**src/rtl/imm_ext_pkg.sv**
```systemverilog
// Shared encodings and default widths for the immediate-extension stage.
package imm_ext_pkg;
  localparam int IMM_IN_W  = 16;
  localparam int IMM_OUT_W = 32;

  typedef enum logic [1:0] {
    EXT_ZERO  = 2'd0,
    EXT_SIGN  = 2'd1,
    EXT_LUI   = 2'd2,
    EXT_SHAMT = 2'd3
  } ext_mode_e;

  typedef enum logic [1:0] {
    ST_EMPTY = 2'd0,
    ST_ONE   = 2'd1,
    ST_TWO   = 2'd2
  } state_e;
endpackage

```
**src/rtl/imm_extender.sv**
```systemverilog
// Pure combinational immediate extension: zero, sign, LUI (upper half) or
// MIPS shamt field (imm[10:6]).
module imm_extender
  import imm_ext_pkg::*;
#(
  parameter int IN_W  = IMM_IN_W,
  parameter int OUT_W = IMM_OUT_W
) (
  input  logic [IN_W-1:0]  imm_i,
  input  logic [1:0]       mode_i,
  output logic [OUT_W-1:0] ext_o
);
  always_comb begin
    ext_o = '0;
    case (mode_i)
      EXT_ZERO:  ext_o[IN_W-1:0]      = imm_i;
      EXT_SIGN:  ext_o                = {{(OUT_W-IN_W){imm_i[IN_W-1]}}, imm_i};
      EXT_LUI:   ext_o[2*IN_W-1:IN_W] = imm_i;
      EXT_SHAMT: ext_o[4:0]           = imm_i[10:6];
      default:   ext_o                = '0;
    endcase
  end
endmodule

```
**src/rtl/imm_ext_stage.sv**
```systemverilog
// Registered immediate-extension stage with a 2-entry skid buffer and flush.
// Optional stall counter output enabled by IMM_EXT_STAGE_STATS_EN.
module imm_ext_stage
  import imm_ext_pkg::*;
#(
  parameter int IN_W  = IMM_IN_W,
  parameter int OUT_W = IMM_OUT_W
) (
  input  logic             clk,
  input  logic             rst_n,
  input  logic             in_valid,
  output logic             in_ready,
  input  logic [IN_W-1:0]  imm_in,
  input  logic [1:0]       ext_mode,
  input  logic             flush,
  output logic             out_valid,
  input  logic             out_ready,
  output logic [OUT_W-1:0] imm_out,
  output logic             imm_neg
`ifdef IMM_EXT_STAGE_STATS_EN
  ,output logic [15:0]     stall_cnt
`endif
);
  state_e           state_q, state_d;
  logic [OUT_W-1:0] main_q, main_d, skid_q, skid_d, ext_val;
  logic             in_x, out_x;

  imm_extender #(.IN_W(IN_W), .OUT_W(OUT_W)) u_ext (
    .imm_i  (imm_in),
    .mode_i (ext_mode),
    .ext_o  (ext_val)
  );

  assign in_x  = in_valid && in_ready;
  assign out_x = out_valid && out_ready;

  always_ff @(posedge clk or negedge rst_n) begin
    if (!rst_n) state_q <= ST_EMPTY;
    else        state_q <= state_d;
  end

  always_comb begin
    state_d = state_q;
    if (flush) begin
      state_d = ST_EMPTY;
    end else begin
      case (state_q)
        ST_EMPTY: if (in_x) state_d = ST_ONE;
        ST_ONE: begin
          if (in_x && !out_x)      state_d = ST_TWO;
          else if (!in_x && out_x) state_d = ST_EMPTY;
        end
        ST_TWO:   if (out_x) state_d = ST_ONE;
        default:  state_d = ST_EMPTY;
      endcase
    end
  end

  // in_ready depends only on the state register, never on out_ready.
  always_comb begin
    in_ready  = (state_q != ST_TWO);
    out_valid = (state_q != ST_EMPTY);
  end

  always_comb begin
    main_d = main_q;
    skid_d = skid_q;
    if (!flush) begin
      case (state_q)
        ST_EMPTY: if (in_x) main_d = ext_val;
        ST_ONE: begin
          if (in_x && out_x) main_d = ext_val;
          else if (in_x)     skid_d = ext_val;
        end
        ST_TWO:   if (out_x) main_d = skid_q;
        default:  ;
      endcase
    end
  end

  always_ff @(posedge clk or negedge rst_n) begin
    if (!rst_n) begin
      main_q <= '0;
      skid_q <= '0;
    end else begin
      main_q <= main_d;
      skid_q <= skid_d;
    end
  end

  assign imm_out = main_q;
  assign imm_neg = main_q[OUT_W-1];

`ifdef IMM_EXT_STAGE_STATS_EN
  logic [15:0] stall_q;

  // Saturating; flush intentionally leaves it alone.
  always_ff @(posedge clk or negedge rst_n) begin
    if (!rst_n)                                          stall_q <= '0;
    else if (out_valid && !out_ready && stall_q != 16'hFFFF) stall_q <= stall_q + 16'd1;
  end

  assign stall_cnt = stall_q;
`endif
endmodule

```
**config.mk**
```make
export PLATFORM = sky130hd
export DESIGN_NAME = imm_ext_stage
export DESIGN_NICKNAME = d
export VERILOG_FILES = /design/src/rtl/imm_ext_pkg.sv /design/src/rtl/imm_extender.sv /design/src/rtl/imm_ext_stage.sv
export SDC_FILE = /design/constraint.sdc
export NUM_CORES = 1
export LEC_CHECK = 0
export CAP_MARGIN = 10
export CORE_AREA = 2 2 117 119
export CTS_CLUSTER_DIAMETER = 40
export DETAILED_ROUTE_END_ITERATION = 12
export DIE_AREA = 0 0 119 121
export MAX_ROUTING_LAYER = met4
export PLACE_DENSITY = 0.51
export SLEW_MARGIN = 20
export SYNTH_ARGS = -nofsm -noshare
export SYNTH_HDL_FRONTEND = slang
export SYNTH_SLANG_ARGS = --single-unit
export TNS_END_PERCENT = 100
```
**constraint.sdc**
```tcl
create_clock -name clk -period 1.5 [get_ports clk]
set_clock_uncertainty 0.1 [all_clocks]
set_input_delay 0.15 -clock clk [delete_from_list [all_inputs] [get_ports clk]]
set_output_delay 0.15 -clock clk [all_outputs]
set_load 0.02 [all_outputs]
```
==> metrics.csv <==
metric;value;unit
leakage;2.36;nW
reg-to-reg endpoint;imm_out[4]$_DFFE_PN0P_;
CTS tree;built;
DIE WIDTH;119;microns
crit path kind;reg -> reg;
placed cell count;554;
Slew HR;0.754;
VDD IR max;0.000455;V
Clock Pin Slew Worst Setup and Hold Paths;0.06;ns
max cap viols;0;
hold slack;0.283;ns
Fin. Hold Viols;0;
CP max FO;6;
Critical Path AT;1.87;ns
fillers;1265;
Warnings, synthesis;0;
DP HPWL;6.51;mm
Clock Path Buffers;2;
reg-to-reg setup timing slack;-0.26;ns
Area contributors post-synth;dfrtp_1, mux2_2, mux2_4, a211oi_1, a22oi_1;
top-area cell type share of the netlist area;0.461;
status;complete, but fails checks;
count of final setup violators;66;
post-synthesis cell count;318;
Congestion Overflow GR;0;
initial core utilization;0.274;
Nets;428;
Critical Path End Type;register;
Skew-Pair Late Insertion Delay;0.32;ns
vias in the first global route;2894;
share of layout cells above drive strength 1;0.417;
initial antenna violation count;0;
mapped cell area;0.00358;sq mm
PwrDens;1090;mW/mm^2
Top FF cell, synth;dfrtp_1;
post-synthesis register bit count;66;
Hold Path Class;in -> async;
PnR worst setup slack;-0.257;ns
vias after detailed routing;2815;
RePlAce Congestion;0.815;
Core Area;0.0131;sq mm
all-layer global routing usage;0.150;
reg2reg path depth;5;
largest net degree at the start of global routing;67;
CTS Root Cell;clkbuf_16;
storage element area;0.00165;sq mm
die height;121;microns
Post-synth EDFFs;0;
mean post-synth cell area;11.3;sq um
failing checks;setup timing;
routed len/inst;17.4;microns
Non-Filler Instances;581;
number of I/O port buffers;57;
Final Critical Period;1.76;ns
library cells used by synthesis;33;
initial drt markers;150;
FF-to-FF Start;state_q[1]$_DFFE_PN0P_;
FP Rows;42;
Clock Sinks;66;
final WL;10.1;mm
Slew @ Worst Pin;0.369;ns
Area growth, synth to finish;48.8;%
CTS Buf Count;9;
first-pass GRT wire length;16.3;mm
Slew Limit Fails;0;
syn nets;345;
Seq/Total Area, Yosys;0.461;
DRC Markers;0;
RSZ-0062 raised after global routing;true;
most instantiated cells after synthesis;dfrtp_1, mux2_2, nand2_1;
Async SR Flop Fraction;1.00;
Final ANT Viol Nets;0;
Vias per Instance;4.85;
H-tree depth;3;
Final Cycle Share;1.17;
leading area contributor after synthesis;dfrtp_1;
Critical Path RT;1.61;ns
CP Launch Type;register;
top-count cell post-synth;dfrtp_1;
die area;0.0144;sq mm
Peak Freq;569;MHz
I/O Pins;58;
1st-pass router iterations;4;
area taken by multi-input logic gates;0.00208;sq mm
n_diodes;0;
final cells by class:
| type | instances | area share |
|---|---|---|
| inverters | 9 | 0.00633 |
| clock buffers | 12 | 0.0481 |
| clock inverters | 3 | 0.00281 |
| repair buffers | 102 | 0.201 |
| multi-input cells | 213 | 0.390 |
| flip-flops and latches | 66 | 0.310 |
| well taps | 176 | 0.0413 |
layer usage:
layer,track usage,vias up,share of wire
met2,0.228,75,0.47
li1,-,1321,-
met1,0.201,1406,0.48
met5,-,-,0
met3,0.0273,13,0.041
met4,0.0528,0,0.012
report_power, final:
part | internal (mW) | leakage (nW) | switching, mW
clock | 1.19 | 0.138 | 0.753
combinational | 0.807 | 1.37 | 0.775
sequential | 2.09 | 0.854 | 0.179
total | 4.09 | 2.36 | 1.71
sequential cells by signal, summed over array words and instances (netlist names):
name / cells
imm_out: 32
state_q: 2
skid_q: 32
logic make-up after synthesis:
| family | share of synthesized area |
|---|---|
| AOI/OAI and AO/OA | 0.158 |
| adders and majority gates | 0.0140 |
| buffers and inverters | 0.0496 |
| DFF | 0.461 |
| muxes | 0.210 |
| and+or+nand+nor | 0.107 |
worst max-delay path: stages, from the launching register on:
cell and delay [ns]:
dfrtp_1 0.39, buf_6 0.13, mux2_4 0.30, a21o_4 0.24
bufbuf_16 0.29, a31o_2 0.20
placed cells by master, fill, tap and decap left out, types with 2 or more instances in the layout:
cell              n
clkdlybuf4s50_1  19
dfrtp_1          65
clkbuf_8          2
mux2_2           39
a31o_2            5
nor2_1            2
buf_6             5
buf_4            26
clkbuf_16         9
nand3b_1         15
a211oi_1          8
a31oi_4           9
dlygate4sd2_1    35
buf_8             2
a22oi_1          10
nand3_1           4
mux2_4           23
a211oi_4          2
a22oi_2           5
inv_1             7
inv_2             2
ha_4              2
nor2b_1          15
buf_12           11
a31oi_1           5
a21oi_1           7
o21ai_0           4
nand2_1          21
a211oi_2         10
o21a_1           11
clkinv_2          3
stage by stage:
| stage | setup WS [ns] | setup TNS (ns) | total power, mW | utilization | cell area (sq um) |
|---|---|---|---|---|---|
| 3_3_place_gp | -0.550 | -28.06 | 3.73 | 0.348 | 4560 |
| 5_1_grt | -0.296 | -12.04 | 6.09 | 0.408 | 5340 |
| 6_report | -0.257 | -8.93 | 5.79 | 0.408 | 5340 |
| 4_1_cts | -0.237 | -9.41 | 5.74 | 0.396 | 5180 |
| 2_1_floorplan | -0.0970 | -1.54 | 3.07 | - | 3610 |
| 3_5_place_dp | -0.581 | -30.90 | 3.75 | 0.348 | 4560 |
worst max-delay path by stage:
stage                           start                       to  cells past startpoint
6_report       state_q[1]$_DFFE_PN0P_   imm_out[4]$_DFFE_PN0P_                      5
5_1_grt        state_q[1]$_DFFE_PN0P_   imm_out[4]$_DFFE_PN0P_                      5
4_1_cts        state_q[1]$_DFFE_PN0P_  imm_out[14]$_DFFE_PN0P_                      5
3_5_place_dp              ext_mode[1]   skid_q[20]$_DFFE_PN0P_                      8
3_3_place_gp              ext_mode[1]   imm_out[5]$_DFFE_PN0P_                      7
2_1_floorplan  state_q[1]$_DFFE_PN0P_  imm_out[10]$_DFFE_PN0P_                      4
timing repair:
action / in CTS / in global routing
hold endpoints to repair: 66 / 0
setup endpoints to repair: 99 / 66
gates cloned: 5 / 0
hold buffers: 1 / 0
buffers inserted: 8 / 4
pin swaps: 3 / 2
resized for setup: 85 / 37
Note: power is estimated with default switching activity, not from simulation.
